--- src/rtl/jtframe_dump_ctrl_if.sv ---
// Dump-window controller bus: frame/download inputs and window status outputs.
interface jtframe_dump_ctrl_if #(
  parameter int unsigned CW = 32
);

  logic          VGA_VS;
  logic          led;
  logic          halt;
  logic [CW-1:0] frame_cnt;
  logic          dump_on;
  logic          dump_off;
  logic          dumping;
  logic [7:0]    win_cnt;
  logic          done;

  // Stimulus side: drives sync/download/halt, observes window status.
  modport master (
    output VGA_VS, led, halt,
    input  frame_cnt, dump_on, dump_off, dumping, win_cnt, done
  );

  // Controller side.
  modport slave (
    input  VGA_VS, led, halt,
    output frame_cnt, dump_on, dump_off, dumping, win_cnt, done
  );

endinterface

--- src/rtl/jtframe_dump_ctrl.sv ---
// Waveform-dump window controller: counts frames on VGA_VS falling edges,
// tracks the ROM-download LED and emits one-cycle dump_on/dump_off pulses.
module jtframe_dump_ctrl #(
  parameter int unsigned MODE    = 0,
  parameter int unsigned START   = 0,
  parameter int unsigned LEN     = 0,
  parameter int unsigned GAP     = 1,
  parameter int unsigned NWIN    = 1,
  parameter int unsigned HOLDOFF = 16,
  parameter int unsigned CW      = 32
) (
  input  logic               clk,
  input  logic               rst_n,
  jtframe_dump_ctrl_if.slave bus
);

  localparam int unsigned FW      = 32;
  localparam int unsigned WW      = 8;
  // A zero gap would let dump_off and dump_on share a cycle; treat it as one frame.
  localparam int unsigned GAP_EFF = (GAP == 0) ? 1 : GAP;

  typedef enum logic [2:0] {
    IDLE  = 3'd0,
    ARMED = 3'd1,
    HOLD  = 3'd2,
    DUMP  = 3'd3,
    WAIT  = 3'd4,
    DONE  = 3'd5
  } state_t;

  state_t          state_q, state_d;
  logic            vs_q, led_q;
  logic            vs_fall_q, led_fall_q;
  logic [CW-1:0]   frame_cnt_q;
  logic [FW-1:0]   fcnt_q, fcnt_d;
  logic [FW-1:0]   gcnt_q, gcnt_d;
  logic [FW-1:0]   hcnt_q, hcnt_d;
  logic [WW-1:0]   win_cnt_q, win_cnt_d;
  logic            dump_on_q, dump_on_d;
  logic            dump_off_q, dump_off_d;
  logic            dumping_q, done_q;
  logic [WW-1:0]   win_inc_c;
  logic            last_win_c;
  logic            start_hit_c;

  // Input sampling and registered edge detection; reset preloads the samples.
  always_ff @(posedge clk) begin
    vs_q  <= bus.VGA_VS;
    led_q <= bus.led;
    if (!rst_n) begin
      vs_fall_q  <= 1'b0;
      led_fall_q <= 1'b0;
    end else begin
      vs_fall_q  <= vs_q & ~bus.VGA_VS;
      led_fall_q <= led_q & ~bus.led;
    end
  end

  // Free-running frame counter, wraps at 2^CW.
  always_ff @(posedge clk) begin
    if (!rst_n) begin
      frame_cnt_q <= '0;
    end else if (vs_fall_q) begin
      frame_cnt_q <= frame_cnt_q + CW'(1);
    end
  end

  // Helpers shared by the next-state logic.
  always_comb begin
    win_inc_c   = (win_cnt_q == {WW{1'b1}}) ? win_cnt_q : win_cnt_q + WW'(1);
    last_win_c  = (NWIN != 0) && ((FW'(win_cnt_q) + FW'(1)) == FW'(NWIN));
    start_hit_c = vs_fall_q && (frame_cnt_q == CW'(START));
  end

  // Window sequencer: next state, window counters and pulse requests.
  always_comb begin
    state_d    = state_q;
    fcnt_d     = fcnt_q;
    gcnt_d     = gcnt_q;
    hcnt_d     = hcnt_q;
    win_cnt_d  = win_cnt_q;
    dump_on_d  = 1'b0;
    dump_off_d = 1'b0;

    if (bus.halt) begin
      // Halt overrides any trigger seen in the same cycle.
      state_d = DONE;
      if (state_q == DUMP) begin
        dump_off_d = 1'b1;
        win_cnt_d  = win_inc_c;
      end
    end else begin
      unique case (state_q)
        IDLE: begin
          if (MODE == 0) begin
            state_d   = DUMP;
            dump_on_d = 1'b1;
            fcnt_d    = '0;
          end else begin
            state_d = ARMED;
          end
        end
        ARMED: begin
          if (MODE == 1) begin
            if (start_hit_c) begin
              state_d   = DUMP;
              dump_on_d = 1'b1;
              fcnt_d    = '0;
            end
          end else if (MODE == 2) begin
            // A coincident VS edge is ignored here; frame_cnt still counts it.
            if (led_fall_q) begin
              state_d = HOLD;
              hcnt_d  = FW'(HOLDOFF - 1);
            end
          end
        end
        HOLD: begin
          if (bus.led) begin
            state_d = ARMED;
          end else if (hcnt_q == '0) begin
            state_d   = DUMP;
            dump_on_d = 1'b1;
            fcnt_d    = '0;
          end else begin
            hcnt_d = hcnt_q - FW'(1);
          end
        end
        DUMP: begin
          if (vs_fall_q) begin
            fcnt_d = fcnt_q + FW'(1);
            if ((LEN != 0) && ((fcnt_q + FW'(1)) == FW'(LEN))) begin
              dump_off_d = 1'b1;
              win_cnt_d  = win_inc_c;
              gcnt_d     = '0;
              state_d    = last_win_c ? DONE : WAIT;
            end
          end
        end
        WAIT: begin
          if (vs_fall_q) begin
            if ((gcnt_q + FW'(1)) == FW'(GAP_EFF)) begin
              state_d   = DUMP;
              dump_on_d = 1'b1;
              fcnt_d    = '0;
            end else begin
              gcnt_d = gcnt_q + FW'(1);
            end
          end
        end
        DONE: begin
          state_d = DONE;
        end
        default: begin
          state_d = DONE;
        end
      endcase
    end
  end

  // State, counters and registered outputs.
  always_ff @(posedge clk) begin
    if (!rst_n) begin
      state_q    <= IDLE;
      fcnt_q     <= '0;
      gcnt_q     <= '0;
      hcnt_q     <= '0;
      win_cnt_q  <= '0;
      dump_on_q  <= 1'b0;
      dump_off_q <= 1'b0;
      dumping_q  <= 1'b0;
      done_q     <= 1'b0;
    end else begin
      state_q    <= state_d;
      fcnt_q     <= fcnt_d;
      gcnt_q     <= gcnt_d;
      hcnt_q     <= hcnt_d;
      win_cnt_q  <= win_cnt_d;
      dump_on_q  <= dump_on_d;
      dump_off_q <= dump_off_d;
      dumping_q  <= (state_d == DUMP);
      done_q     <= (state_d == DONE);
    end
  end

  assign bus.frame_cnt = frame_cnt_q;
  assign bus.dump_on   = dump_on_q;
  assign bus.dump_off  = dump_off_q;
  assign bus.dumping   = dumping_q;
  assign bus.win_cnt   = win_cnt_q;
  assign bus.done      = done_q;

endmodule

--- src/flat_wrapper.sv ---
// flat-port wrapper written by rule: the top's interface ports become plain ports
module jtframe_dump_ctrl_flat 
#(
  parameter int unsigned MODE    = 0,
  parameter int unsigned START   = 0,
  parameter int unsigned LEN     = 0,
  parameter int unsigned GAP     = 1,
  parameter int unsigned NWIN    = 1,
  parameter int unsigned HOLDOFF = 16,
  parameter int unsigned CW      = 32
)
  (clk, rst_n, bus_VGA_VS, bus_led, bus_halt, bus_frame_cnt, bus_dump_on, bus_dump_off, bus_dumping, bus_win_cnt, bus_done);
  jtframe_dump_ctrl_if #(.CW(CW)) bus_i ();
  input  logic clk;
  input  logic rst_n;
  input wire logic [$bits(bus_i.VGA_VS)-1:0] bus_VGA_VS;
  input wire logic [$bits(bus_i.led)-1:0] bus_led;
  input wire logic [$bits(bus_i.halt)-1:0] bus_halt;
  output wire logic [$bits(bus_i.frame_cnt)-1:0] bus_frame_cnt;
  output wire logic [$bits(bus_i.dump_on)-1:0] bus_dump_on;
  output wire logic [$bits(bus_i.dump_off)-1:0] bus_dump_off;
  output wire logic [$bits(bus_i.dumping)-1:0] bus_dumping;
  output wire logic [$bits(bus_i.win_cnt)-1:0] bus_win_cnt;
  output wire logic [$bits(bus_i.done)-1:0] bus_done;
  assign bus_i.VGA_VS = bus_VGA_VS;
  assign bus_i.led = bus_led;
  assign bus_i.halt = bus_halt;
  assign bus_frame_cnt = bus_i.frame_cnt;
  assign bus_dump_on = bus_i.dump_on;
  assign bus_dump_off = bus_i.dump_off;
  assign bus_dumping = bus_i.dumping;
  assign bus_win_cnt = bus_i.win_cnt;
  assign bus_done = bus_i.done;
  jtframe_dump_ctrl #(.MODE(MODE), .START(START), .LEN(LEN), .GAP(GAP), .NWIN(NWIN), .HOLDOFF(HOLDOFF), .CW(CW)) u_core (.clk(clk), .rst_n(rst_n), .bus(bus_i));
endmodule
--- config.mk ---
export PLATFORM = sky130hd
export DESIGN_NAME = jtframe_dump_ctrl_flat
export DESIGN_NICKNAME = d
export VERILOG_FILES = /design/src/rtl/jtframe_dump_ctrl_if.sv /design/src/rtl/jtframe_dump_ctrl.sv /design/src/flat_wrapper.sv
export SDC_FILE = /design/constraint.sdc
export NUM_CORES = 1
export LEC_CHECK = 0
export ABC_AREA = 0
export BUFFER_PORTS_ARGS = -buffer_cell sky130_fd_sc_hd__buf_2
export CORE_MARGIN = 5
export CORE_UTILIZATION = 40
export DETAILED_ROUTE_END_ITERATION = 12
export HOLD_SLACK_MARGIN = 0.12
export PLACE_DENSITY_LB_ADDON = 0.2
export SLEW_MARGIN = 15
export SYNTH_ARGS = -nofsm -noshare
export SYNTH_HDL_FRONTEND = slang
export SYNTH_SLANG_ARGS = --single-unit
--- constraint.sdc ---
create_clock -name clk -period 4.1 [get_ports clk]
set_input_delay 0 -clock clk [delete_from_list [all_inputs] [get_ports clk]]
set_output_delay 0 -clock clk [all_outputs]
set_load 0.1 [all_outputs]
## Word level (Yosys, flattened, before mapping)

Index checks and enable logic that the tools add are counted.

| storage, ports and cells | value |
|---|---|
| register bits after elaboration | 113 |
| input port bits | 5 |
| output and inout port bits | 44 |
| word-level logic and storage cells | 51 |

| cells by class | value |
|---|---|
| add/sub/neg operators | 4 |
| eq/ne operators | 8 |
| mux-type cells | 12 |
| bitwise logic cells | 8 |
| reduce and logical (&&, ||, !) cells | 8 |

Operators with widths:

| kind | number |
|---|---|
| adder 32 x 1 -> 32 bit (second input constant) | 2 |
| == test 32 x 1 -> 1 bit (second input constant) | 1 |
| logical NOT 32 bit | 1 |
| subtractor 32 x 1 -> 32 bit (second input constant) | 1 |
| 2-to-1 mux 3 bit | 5 |
| one-hot mux 3 bit (4 select lines) | 1 |
| == test 3 x 2 -> 1 bit (second input constant) | 3 |
| adder 8 x 1 -> 8 bit (second input constant) | 1 |
| == test 8 bit (second input constant) | 1 |
| AND reduction 4 bit | 2 |
| inverter 1 bit | 7 |
| == test 3 bit (second input constant) | 2 |
| 2-to-1 mux 1 bit | 5 |
| OR reduction 2 bit | 2 |
| == test 3 x 1 -> 1 bit (second input constant) | 1 |
| logical NOT 3 bit | 1 |
| one-hot mux 1 bit (3 select lines) | 1 |
| AND reduction 3 bit | 1 |
| AND reduction 2 bit | 1 |
| bitwise AND 1 bit | 1 |

## Depth between registers and ports, before layout

Gate-level depths: netlist (run 1).

| depth | value |
|---|---|
| word-level depth | 7 |
| gate-level depth with buffers | 11 |
| depth with buffers taken out | 9 |

## Worst setup path before layout (run 1)

No wires, ideal clock.

| timing path | value |
|---|---|
| path type | register to register |
| start point | reg u_core.frame_cnt_q[0], in the netlist u_core.bus.frame_cnt[0] |
| end point | reg u_core.frame_cnt_q[28], in the netlist u_core.bus.frame_cnt[28] |
| data arrival time | 2.978 ns |
| required time | 4.033 ns |
| slack | 1.055 ns |
| cell stages (with the launch flop) | 10 |
| buffers on the path | 0 |
| cell sequence | dfxtp_1 ha_1 nand4_1 nor3_1 nand2_1 nor3_1 and3_1 nand4_1 xor2_1 nor2_1 |

| on the way | value |
|---|---|
| longest elaborated chain between the ends | 1 |

Ends and longest elaborated chain:

| what | line | RTL |
|---|---|---|
| start: declaration | jtframe_dump_ctrl.sv:34 | `logic [CW-1:0] frame_cnt_q;` |
| start signal: assignment | jtframe_dump_ctrl.sv:64 | `frame_cnt_q <= frame_cnt_q + CW'(1);` |
| adder 32 x 1 -> 32 bit | jtframe_dump_ctrl.sv:64 |  |

Every way passes these cells.
A chain may end at the register's enable or synchronous reset.

## Worst setup path in the final report (run 1)

| timing path | value |
|---|---|
| start point | reg u_core.gcnt_q[1] |
| end point | reg u_core.dumping_q, in the netlist u_core.bus.dumping |

| on the way | value |
|---|---|
| longest elaborated chain between the ends | 7 |

Ends and longest elaborated chain:

| what | line | RTL |
|---|---|---|
| start: declaration | jtframe_dump_ctrl.sv:36 | `logic [FW-1:0] gcnt_q, gcnt_d;` |
| start signal: assignment | jtframe_dump_ctrl.sv:176 | `gcnt_q <= gcnt_d;` |
| adder 32 x 1 -> 32 bit | jtframe_dump_ctrl.sv:142 | `if ((gcnt_q + FW'(1)) == FW'(GAP_EFF)) begin` |
| == test 32 x 1 -> 1 bit | jtframe_dump_ctrl.sv:142 |  |
| 2-to-1 mux 3 bit | jtframe_dump_ctrl.sv:142 |  |
| 2-to-1 mux 3 bit | jtframe_dump_ctrl.sv:141 | `if (vs_fall_q) begin` |
| one-hot mux 3 bit (4 select lines) | jtframe_dump_ctrl.sv:93 | `unique case (state_q)` |
| 2-to-1 mux 3 bit | jtframe_dump_ctrl.sv:85 | `if (bus.halt) begin` |
| == test 3 x 2 -> 1 bit | jtframe_dump_ctrl.sv:181 | `dumping_q <= (state_d == DUMP);` |
| end signal: assignment | jtframe_dump_ctrl.sv:181 |  |
| end: declaration | jtframe_dump_ctrl.sv:41 | `logic dumping_q, done_q;` |

Every way passes these cells.

==> results of run 1 <==
==> worst register-to-register path, stage by stage (launching register included) <==
cell and delay, ns:
dfxtp_1 0.41, ha_1 0.27, nand3_2 0.20, nor4_4 0.54
nand4_1 0.26, xnor2_1 0.18, or4_1 0.57, nor4_4 0.17
buf_4 0.45, a31oi_1 0.21, nor3_1 0.23
==> through the flow <==
step	hold slack, ns	instances
detailed placement	0.1351	880
CTS	0.2374	917
global placement	0.1341	880
finish	0.2588	917
floorplan	0.02772	690
global route	0.2396	917
==> registers in the layout, indices dropped and copies added (netlist names) <==
| register | cells |
|---|---|
| u_core.bus.dumping | 1 |
| u_core.state_q | 3 |
| u_core.bus.dump_off | 1 |
| u_core.bus.dump_on | 1 |
| u_core.vs_q | 1 |
| u_core.bus.win_cnt | 8 |
| u_core.bus.done | 1 |
| u_core.bus.frame_cnt | 32 |
| u_core.vs_fall_q | 1 |
| u_core.hcnt_q | 32 |
| u_core.gcnt_q | 32 |
==> power groups by stage <==
stage | clock network [mW] | registers, mW | logic, mW
global route | 1.61 | 1.11 | 0.0766
global placement | 0 | 1.13 | 0.0661
finish | 1.51 | 1.11 | 0.0707
CTS | 1.55 | 1.11 | 0.0706
floorplan | 0 | 1.15 | 0.0332
detailed placement | 0 | 1.13 | 0.0665
==> kinds of logic (layout without fill, tap and decap cells) <==
logic type	after synthesis	count (layout)	share of synthesized area [%]
buffers and inverters	54	101	3.940
adder cells (fa/ha/maj)	5	5	1.095
AND/OR/NAND/NOR	349	349	32.51
flip-flops	113	113	39.58
multiplexers	14	14	2.452
XOR/XNOR	80	80	12.26
AO/OA/AOI/OAI	75	75	8.166
==> synthesized netlist by cell type, types with 2 or more instances <==
cell type	n	area [sq um]
nor3_1	19	95.09
nand4_1	23	143.9
or2_2	7	43.79
nand2b_1	10	62.56
mux2i_1	14	140.1
o31ai_1	23	172.7
a31oi_1	5	31.28
a21oi_1	31	155.2
inv_1	11	41.29
nand2_1	52	195.2
nor3b_1	6	45.04
nor2_1	102	382.9
and3_1	14	87.58
nand3_1	36	180.2
buf_2	6	30.03
or3_1	7	43.79
and4_1	6	52.55
clkbuf_1	34	127.6
o2111ai_1	2	17.52
or4_1	31	232.7
ha_1	5	62.56
dfxtp_1	113	2262
nor4b_1	3	26.28
nor2b_1	2	12.51
o21ai_0	6	30.03
and2_1	4	25.02
xnor2_1	36	315.3
buf_4	2	15.01
xor2_1	44	385.4
nor4_1	17	106.4
o22ai_1	2	12.51
nor4_4	2	42.54
==> layer usage <==
| metal | track usage [%] | part of all wire [%] | vias up | routed length (um) |
|---|---|---|---|---|
| met4 | 5.012 | 0.90 | 0 | 114 |
| met2 | 25.27 | 44 | 96 | 5602 |
| met3 | 6.472 | 5.7 | 12 | 724 |
| met5 | 0 | 0 | - | 0 |
| met1 | 20.59 | 49 | 2307 | 6198 |
| li1 | - | - | 2515 | - |
==> cells in the final DEF (no fill, tap or decap), types with 19 or more instances in the layout <==
cell type  instances
dfxtp_1          113
nor2_1           102
nand2_1           52
buf_2             48
xor2_1            44
nand3_1           36
xnor2_1           36
or4_1             31
a21oi_1           31
nand4_1           23
o31ai_1           23
nor3_1            19
==> layout make-up <==
class	instances	area, sq um	area share, %
tap	180	225.2	3.363
multi-input combinational	523	3228	48.21
timing repair buffer	58	327.8	4.895
clock buffer	20	456.7	6.820
sequential	113	2262	33.78
inverter	11	41.29	0.6166
clock inverter	12	155.1	2.317
==> how the worst max path moves through the flow <==
stage | start | end | slack (ns)
after floorplan | u_core.bus.frame_cnt[0]$_SDFFE_PN0P_ | u_core.bus.frame_cnt[28]$_SDFFE_PN0P_ | 1.05
after global placement | u_core.gcnt_q[1]$_SDFFE_PN0P_ | u_core.bus.dumping$_SDFF_PN0_ | 0.73
after detailed placement | u_core.gcnt_q[1]$_SDFFE_PN0P_ | u_core.bus.dumping$_SDFF_PN0_ | 0.63
after CTS | u_core.gcnt_q[1]$_SDFFE_PN0P_ | u_core.bus.dumping$_SDFF_PN0_ | 0.58
after global routing | u_core.gcnt_q[1]$_SDFFE_PN0P_ | u_core.bus.dumping$_SDFF_PN0_ | 0.23
final | u_core.gcnt_q[1]$_SDFFE_PN0P_ | u_core.bus.dumping$_SDFF_PN0_ | 0.54
==> timing repair <==
item                      in CTS  in global routing
hold buffers                   5                  0
hold endpoints to repair      23                  0
setup buffers                  0                  0
==> results.md, run 1 <==
* Drt wl/cell at 13.78 um
* Maximum vdd drop at 0.2984 mV
* Largest net degree at the start of global routing at 46
* Port-buffer cells at 48
* Die area at 16780 sq um
* RSZ-0062 raised after global routing: false
* Sw Pwr at 0.5836 mW
* Total power at 2.694 mW
* Fin area at 6696 sq um
* Critical Path Fanout Max at 45
* Leak pwr at 2.503 nW
* R2r setup slk at 0.54 ns
* PwrDens at 402.3 nW/um^2
* Final-layout fill cell count at 1372
* Worst Path Required at 4.43 ns
* Layout net count at 734
* Row cnt at 43
* Synth Instances at 690
* FMAX at 0.2808 GHz
* Final wirelength at 12640 um
* Reg2reg path depth at 10
* # resized after CTS at 0
* Top FF cell, synth: dfxtp_1
* Sequential share of power at 41.3%
* Antenna diodes at 0
* Slew Viols, Final at 0
* WP depth at 10
* Initial DRT Pass Iterations at 5
* Top Family by Delay on Critical Path: simple AND/OR/NAND/NOR gates
* Clock sink count at 113
* Post-route ant nets at 0
* Initial antenna violation count at 0
* Worst Setup End Kind: register
* Reg-to-Reg Start: u_core.gcnt_q[1]$_SDFFE_PN0P_
* Run status: finished clean
* CP max stage cell: or4_1
* Fin crit period at 3.561 ns
* Initial drt markers at 276
* Share of synthesized registers carrying an async set or reset at 0%
* CP Class: reg -> reg
* Yosys cell types at 47
* Pint at 2.111 mW
* Clk buf depth at 2
* Max-cap viol count at 0
* Switching Share at 21.66%
* Syn_nets at 700
* Crit-path max cell delay at 0.57 ns
* CTS Buf Count at 17
* Final setup violation count at 0
* Endpoint of the worst hold-timing path: u_core.vs_q$_DFF_P_
* Hold Startpoint: bus_VGA_VS
* DP Worst Slack at 0.6267 ns
* Final WS setup at 0.5389 ns
* #FFs+latches synth at 113
* Reg-to-reg endpoint: u_core.bus.dumping$_SDFF_PN0_
* Area delta synth->final at 17.16%
* Die Span Y at 129.5 um
* Crit path cell chain: ha_1 -> nand3_2 -> nor4_4 -> nand4_1 -> xnor2_1 -> or4_1 -> nor4_4 -> buf_4 -> a31oi_1 -> nor3_1
* Yosys warnings at 0
* CP bufs+invs at 1
* Worst skew pair latency at 0.41 ns
* Via count at 4930
* DP Area at 6035 sq um
* Critical Path AT at 3.89 ns
* Relative slew slack at 43.90%
* Vias in the first global route at 4855
* Comb power frac at 2.6%
* Layout cell share with drive strength beyond 1 at 13.43%
* Htree depth at 4
* Clock Power Share at 56.1%
* Hold Path Depth at 2
* Drt drc at 0
* Post-synthesis sequential area ratio at 39.58%
* TritonCTS clock tree: built
* Total Routing Usage GR at 16.16%
* First-pass GRT wire length at 22190 um
* Drt via density at 5.376
* Worst path most repeated cell: nor4_4
* Core area at 13930 sq um
* Fin. Hold Viols at 0
* Worst Clk Skew at 0.006044 ns
* Clock root buffer: clkbuf_16
* Aggregate global routing overflow at 0
* I/O pin cnt at 49
* DIE WIDTH at 129.5 um
* Worst slew pin tran at 0.8338 ns
* Post-Synthesis Cell Area at 5715 sq um
* Worst hold path class: in -> reg
* GPL Wtd Cong at 0.8457
* Syn Area/Cell at 8.283 sq um
* Final core occ at 48.06%
* Critical Path Start Type: register
* Post-synth EDFFs at 0
* Tcrit/Tclk final at 86.86%
* Post-detail-place hpwl at 8676 um
* Worst-path clk slew at 0.05 ns
* Setup tns final at 0 ns
* Initial Util at 41.02%
No activity file was read; power rests on OpenSTA's default activity.
==> run 2: changes to the inputs <==
--- a/config.mk
+++ b/config.mk
@@ -5,7 +5,7 @@
 export SDC_FILE = /design/constraint.sdc
 export NUM_CORES = 1
 export LEC_CHECK = 0
-export ABC_AREA = 0
+export ABC_AREA = 1
 export BUFFER_PORTS_ARGS = -buffer_cell sky130_fd_sc_hd__buf_2
 export CORE_MARGIN = 5
 export CORE_UTILIZATION = 40
==> run 2 against run 1 <==
  * Non-clock buffer count down 1
  * Synthesized cell count increased by 58%
  * Worst setup slack improved by 0.61 ns
  * Combinational power is 17% higher
  * First-iteration DRC count up 77%
  * Largest cell class unchanged
  * Utilization shrank 0.94 points
  * Clock power barely moved
  * Die area rose by 16%
  * Clock skew rose by 0.0024 ns
  * Register-to-register slack better by 0.61 ns
  * Sequential power hardly changed
  * Highest routed layer unchanged
==> results.md, run 2 <==
* Run status: finished clean
* Relative slew slack at 40.42%
* First-pass GRT wire length at 29960 um
* Area contributors post-synth: dfxtp_1 34%, nand2_1 17%, nor2_1 11%
* Top FF cell, synth: dfxtp_1
* Sw Pwr at 0.5855 mW
* Share of synthesized registers carrying an async set or reset at 0%
* Fin. Hold Viols at 0
* PwrDens at 346.0 nW/um^2
* Worst slew pin tran at 0.8855 ns
* GPL Wtd Cong at 0.9121
* RSZ-0062 raised after global routing: false
* Drt drc at 0
* Worst Clk Skew at 0.008476 ns
* TritonCTS clock tree: built
* Maximum vdd drop at 0.2564 mV
* Synth top cells by count: 299 x nand2_1, 192 x nor2_1, 135 x inv_1
* Yosys cell types at 35
* Comb power frac at 3.1%
* Synth Instances at 1090
* Final wirelength at 17450 um
* Core area at 16470 sq um
* Die Span Y at 139.3 um
* Die area at 19400 sq um
* R2r setup slk at 1.15 ns
* Post-synth EDFFs at 0
* FMAX at 0.3392 GHz
* Post-synth top area cell: dfxtp_1
* #FFs+latches synth at 113
* Endpoint of the worst hold-timing path: u_core.vs_q$_DFF_P_
* Port-buffer cells at 48
* DIE WIDTH at 139.3 um
* DP Area at 7116 sq um
* Commonest cells after routing, fill and taps aside: 299 x nand2_1, 192 x nor2_1, 135 x inv_1, 113 x dfxtp_1, 77 x a21oi_1
* Worst Setup End Kind: register
* Area delta synth->final at 16.04%
* Hold Startpoint: bus_VGA_VS
* I/O pin cnt at 49
* Worst hold path class: in -> reg
* Fin crit period at 2.948 ns
* Leak pwr at 3.489 nW
* Worst Path Required at 4.40 ns
* Max-cap viol count at 0
* Slew Viols, Final at 0
* Row cnt at 47
* Pint at 2.099 mW
* CTS Buf Count at 17
* Clock root buffer: clkbuf_16
* Clock Power Share at 55.5%
* Sequential share of power at 41.4%
* Drt wl/cell at 12.72 um
* Crit-path max cell delay at 0.48 ns
* CP bufs+invs at 2
* Top-area cell type share of the netlist area at 33.84%
* Crit path cell chain: ha_1 -> nand3_2 -> inv_2 -> nand3b_1 -> inv_1 -> nand2_1 -> nand2_1 -> nand2_1 -> nor2_1 -> nand3b_1 -> nor2_2 -> nand3_4 -> nand2_2 -> nand2_1 -> nand2_1 -> nor2_1
* Post-synthesis sequential area ratio at 33.84%
* Post-detail-place hpwl at 12830 um
* Hold Path Depth at 2
* Cell with the most instances after synthesis: nand2_1
* Post-Synthesis Cell Area at 6685 sq um
* Fin area at 7757 sq um
* Drt via density at 4.919
* Setup tns final at 0 ns
* Initial Util at 40.60%
* Reg-to-Reg Start: u_core.gcnt_q[0]$_SDFFE_PN0P_
* Total Routing Usage GR at 18.33%
* Via count at 6749
* Switching Share at 21.81%
* Reg-to-reg endpoint: u_core.gcnt_q[21]$_SDFFE_PN0P_
* Tcrit/Tclk final at 71.90%
* Post-route ant nets at 0
* Largest net degree at the start of global routing at 54
* Clk buf depth at 2
* Aggregate global routing overflow at 0
* Worst-path clk slew at 0.05 ns
* Htree depth at 4
* Vias in the first global route at 6276
* Initial DRT Pass Iterations at 5
* CP Class: reg -> reg
* Antenna diodes at 0
* Top Family by Delay on Critical Path: simple AND/OR/NAND/NOR gates
* Syn_nets at 1100
* Layout net count at 1149
* Syn Area/Cell at 6.133 sq um
* Initial antenna violation count at 0
* Initial drt markers at 489
* Critical Path Start Type: register
* Most common cell after layout, fill and taps aside: nand2_1
* Post-CTS Setup Inserts at 0
* Final setup violation count at 0
* CP max stage cell: nand3_4
* Clock sink count at 113
* Worst path most repeated cell: nand2_1
* Layout cell share with drive strength beyond 1 at 9.462%
* Critical Path AT at 3.25 ns
* Critical Path Fanout Max at 53
* Reg2reg path depth at 16
* Yosys warnings at 0
* Worst skew pair latency at 0.41 ns
run 2: changes by cell type in the layout (fill, tap and decap cells not counted), sizes merged, moves of 11 or more:
| cell | before | now |
|---|---|---|
| nand3b | 0 | 15 |
| a21oi | 31 | 77 |
| nor2 | 102 | 206 |
| nor4 | 20 | 8 |
| mux2i | 14 | 0 |
| nand3 | 37 | 73 |
| inv | 14 | 137 |
| o21ai | 6 | 29 |
| o31ai | 23 | 0 |
| xor2 | 44 | 19 |
| or4 | 32 | 0 |
| xnor2 | 36 | 10 |
| and3 | 14 | 3 |
| nand2 | 53 | 304 |
run 2: repair_timing:
| item | in CTS | in global routing |
|---|---|---|
| gates resized for setup | 0 | 0 |
| hold buffers | 4 | 0 |
| endpoints found under the hold margin | 24 | 0 |
run 2: logic make-up after synthesis:
family,share of synthesized area (%)
compound gates,9.620
xor+xnor,3.799
fa+ha+maj,0.9358
buf+inv,9.545
flops,33.84
simple gates,42.26
run 2: worst max-delay path by stage:
stage / from / to / cells after the start
after CTS: u_core.gcnt_q[0]$_SDFFE_PN0P_ / u_core.gcnt_q[21]$_SDFFE_PN0P_ / 16
after floorplan: u_core.bus.frame_cnt[0]$_SDFFE_PN0P_ / u_core.bus.frame_cnt[24]$_SDFFE_PN0P_ / 13
after global routing: u_core.gcnt_q[1]$_SDFFE_PN0P_ / u_core.gcnt_q[11]$_SDFFE_PN0P_ / 16
after global placement: u_core.gcnt_q[0]$_SDFFE_PN0P_ / u_core.gcnt_q[30]$_SDFFE_PN0P_ / 16
after detailed placement: u_core.gcnt_q[1]$_SDFFE_PN0P_ / u_core.gcnt_q[21]$_SDFFE_PN0P_ / 16
final: u_core.gcnt_q[0]$_SDFFE_PN0P_ / u_core.gcnt_q[21]$_SDFFE_PN0P_ / 16
run 2: routing by layer:
layer  routed length (um)  GRT usage [%]
met4                  299          6.437
met2                 7490          28.47
met5                    0              0
met1                 8587          25.44
met3                 1070          3.568
run 2: per-stage QoR:
step / hold WS [ns] / power, mW / utilization (%) / cells / worst slack [ns]
floorplan: 0.02772 / 1.195 / - / 1090 / 1.434
global placement: 0.1217 / 1.214 / 43.21 / 1336 / 1.164
detailed placement: 0.1247 / 1.214 / 43.21 / 1336 / 1.159
CTS: 0.2531 / 2.709 / 47.11 / 1372 / 1.144
global route: 0.2708 / 2.773 / 47.11 / 1372 / 0.7435
finish: 0.2622 / 2.684 / 47.11 / 1372 / 1.152
run 2: power by group through the flow:
| stage | Clock, mW | Sequential (mW) | Combinational [mW] |
|---|---|---|---|
| after floorplan | 0 | 1.16 | 0.0389 |
| after global placement | 0 | 1.13 | 0.0797 |
| after detailed placement | 0 | 1.13 | 0.0800 |
| after CTS | 1.52 | 1.11 | 0.0829 |
| after global routing | 1.57 | 1.11 | 0.0917 |
| final | 1.49 | 1.11 | 0.0824 |
run 2: final cells by class:
cell class              count  area, sq um
clock buffers              24        501.7
clock inverters             8        100.1
well taps                 220        275.3
flip-flops and latches    113         2262
inverters                 136        510.5
multi-input cells         814         3790
repair buffers             57        317.8
fillers                  1765         8708
==> run 3: changes to the inputs <==
==> constraint.sdc (replaced) <==
create_clock -name clk -period 2.5 [get_ports clk]
set_input_delay 0 -clock clk [delete_from_list [all_inputs] [get_ports clk]]
set_output_delay 0 -clock clk [all_outputs]
set_load 0.1 [all_outputs]
==> run 3 against run 2 <==
  * Combinational power increased by 69%
  * Worst setup slack got worse by 0.97 ns
  * Hold slack got worse by 0.010 ns
  * Critical path depth decreased by 2
  * Fmax increased by 27%
  * Power increased by 72%
  * Global-route usage about the same
  * Utilization increased by 1.5 points
  * Sequential cell count unchanged
  * Largest cell class unchanged
  * Highest routed layer unchanged
==> results.md, run 3 (synthesis gave the netlist of run 2 again) <==
* Worst hold path class: in -> reg
* R2r setup slk at 0.18 ns
* Drt wl/cell at 12.89 um
* Run status: finished clean
* DIE WIDTH at 139.3 um
* Initial antenna violation count at 0
* Tcrit/Tclk final at 92.66%
* GPL Wtd Cong at 0.9400
* Placed Cells at 1347
* Total Routing Usage GR at 18.31%
* Post-detail-place hpwl at 13110 um
* Vias in the first global route at 6121
* Hold Path Depth at 2
* Worst-path clk slew at 0.06 ns
* Largest net degree at the start of global routing at 54
* Worst Path Required at 2.81 ns
* TritonCTS clock tree: built
* Core area at 16470 sq um
* Total power at 4.603 mW
* Clock root buffer: clkbuf_16
* Row cnt at 47
* Worst slew pin tran at 0.5691 ns
* Fin crit period at 2.316 ns
* Clock sink count at 113
* Relative slew slack at 62.06%
* I/O pin cnt at 49
* Worst Clk Skew at 0.01172 ns
* Initial drt markers at 418
* Slew Viols, Final at 0
* Fin. Hold Viols at 0
* Drt via density at 4.921
* Area taken by flip-flops and latches at 2283 sq um
* Endpoint of the worst hold-timing path: u_core.vs_q$_DFF_P_
* Reg2reg path depth at 14
* Final setup violation count at 0
* Final core occ at 48.61%
* Maximum vdd drop at 0.4415 mV
* Post-route ant nets at 0
* Max-cap viol count at 0
* Area delta synth->final at 19.73%
* Most common cell after layout, fill and taps aside: nand2_1
* Die Span Y at 139.3 um
* Hold Startpoint: bus_VGA_VS
* First-pass GRT wire length at 29700 um
* Leak pwr at 3.596 nW
* Layout net count at 1162
* Critical Path Start Type: register
* Aggregate global routing overflow at 0
* CP Class: reg -> reg
* Via count at 6816
* FMAX at 0.4317 GHz
* Worst Setup End Kind: register
* Drt drc at 0
* Reg-to-Reg Start: u_core.gcnt_q[14]$_SDFFE_PN0P_
* Critical Path AT at 2.62 ns
* Commonest cells after routing, fill and taps aside: 299 x nand2_1, 186 x nor2_1, 134 x inv_1, 96 x dfxtp_1, 76 x a21oi_1
* Layout cell share with drive strength beyond 1 at 12.88%
* Area of the multi-input gates at 3846 sq um
* PwrDens at 575.1 nW/um^2
* Reg-to-reg endpoint: u_core.gcnt_q[12]$_SDFFE_PN0P_
* Antenna diodes at 0
* Htree depth at 4
* Port-buffer cells at 48
* Initial Util at 40.60%
* CTS Buf Count at 17
* Initial DRT Pass Iterations at 5
* Clk buf depth at 2
* Critical Path Fanout Max at 28
* Worst skew pair latency at 0.42 ns
* Final wirelength at 17850 um
* Final-layout fill cell count at 1767
* Non-Filler Instances at 1385
* Die area at 19400 sq um
[run 3: changes by cell type in the layout (fill, tap and decap cells not counted), sizes merged]
cell,previous run,this run
buf,53,66
inv,137,141
clkbuf,24,18
clkinvlp,1,2
clkinv,4,3
bufinv,2,4
[run 3: worst max-delay path by stage]
stage / start / endpoint / slack [ns] / cells past startpoint
2_1_floorplan: u_core.bus.frame_cnt[2]$_SDFFE_PN0P_ / u_core.bus.frame_cnt[24]$_SDFFE_PN0P_ / 0.07 / 12
3_3_place_gp: u_core.gcnt_q[0]$_SDFFE_PN0P_ / u_core.gcnt_q[1]$_SDFFE_PN0P_ / 0.10 / 15
3_5_place_dp: u_core.gcnt_q[0]$_SDFFE_PN0P_ / u_core.gcnt_q[12]$_SDFFE_PN0P_ / 0.07 / 15
4_1_cts: u_core.gcnt_q[0]$_SDFFE_PN0P_ / u_core.gcnt_q[15]$_SDFFE_PN0P_ / 0.04 / 16
5_1_grt: u_core.gcnt_q[10]$_SDFFE_PN0P_ / u_core.gcnt_q[5]$_SDFFE_PN0P_ / -0.002 / 15
6_report: u_core.gcnt_q[14]$_SDFFE_PN0P_ / u_core.gcnt_q[12]$_SDFFE_PN0P_ / 0.18 / 14
[run 3: per-layer routing]
metal	GRT usage (%)	vias to the layer above	part of all wire (%)
met1	26.54	3047	51
met4	5.252	0	1.7
met5	0	-	0
met3	4.117	32	4.7
met2	27.25	146	42
li1	-	3591	-
[run 3: report_power, final]
part	switching, mW	internal (mW)	total [mW]
sequential	0.00967	1.81	1.82
combinational	0.105	0.0334	0.139
clock	0.933	1.71	2.64
[run 3: per-stage QoR]
step | hold WS [ns] | setup slack (ns) | TNS [ns] | instance area, sq um
2_1_floorplan | 0.02772 | 0.06624 | 0 | 6688
3_3_place_gp | 0.1243 | 0.1032 | 0 | 7213
3_5_place_dp | 0.1325 | 0.06775 | 0 | 7213
4_1_cts | 0.2401 | 0.04355 | 0 | 7894
5_1_grt | 0.2528 | -0.001958 | -0.001958 | 8004
6_report | 0.2519 | 0.1836 | 0 | 8004
[run 3: final cells by class]
class | count | area share [%]
Clock inverter | 14 | 2.517
Timing Repair Buffer | 70 | 5.596
Tap cell | 220 | 3.439
Inverter | 136 | 6.378
Multi-Input combinational cell | 814 | 48.05
Clock buffer | 18 | 5.487
Sequential cell | 113 | 28.53
[run 3: critical path, stage by stage (launching register included)]
cell and delay, ns:
dfxtp_2 0.38, nand2_1 0.15, nor2_2 0.15, nand2_1 0.12
nor2_4 0.23, nand2_1 0.09, nand2_1 0.07, nand2_1 0.07
nor2_2 0.12, nand3_1 0.11, nor2_2 0.18, nand3_4 0.13
buf_8 0.19, a21oi_1 0.14, nor2_1 0.06
[run 3: what timing repair did]
action / 4_1_cts / 5_1_grt
endpoints found under the hold margin: 29 / 0
setup endpoints to repair: 0 / 37
setup buffers: 0 / 2
hold buffers: 4 / 0
gates resized for setup: 0 / 35
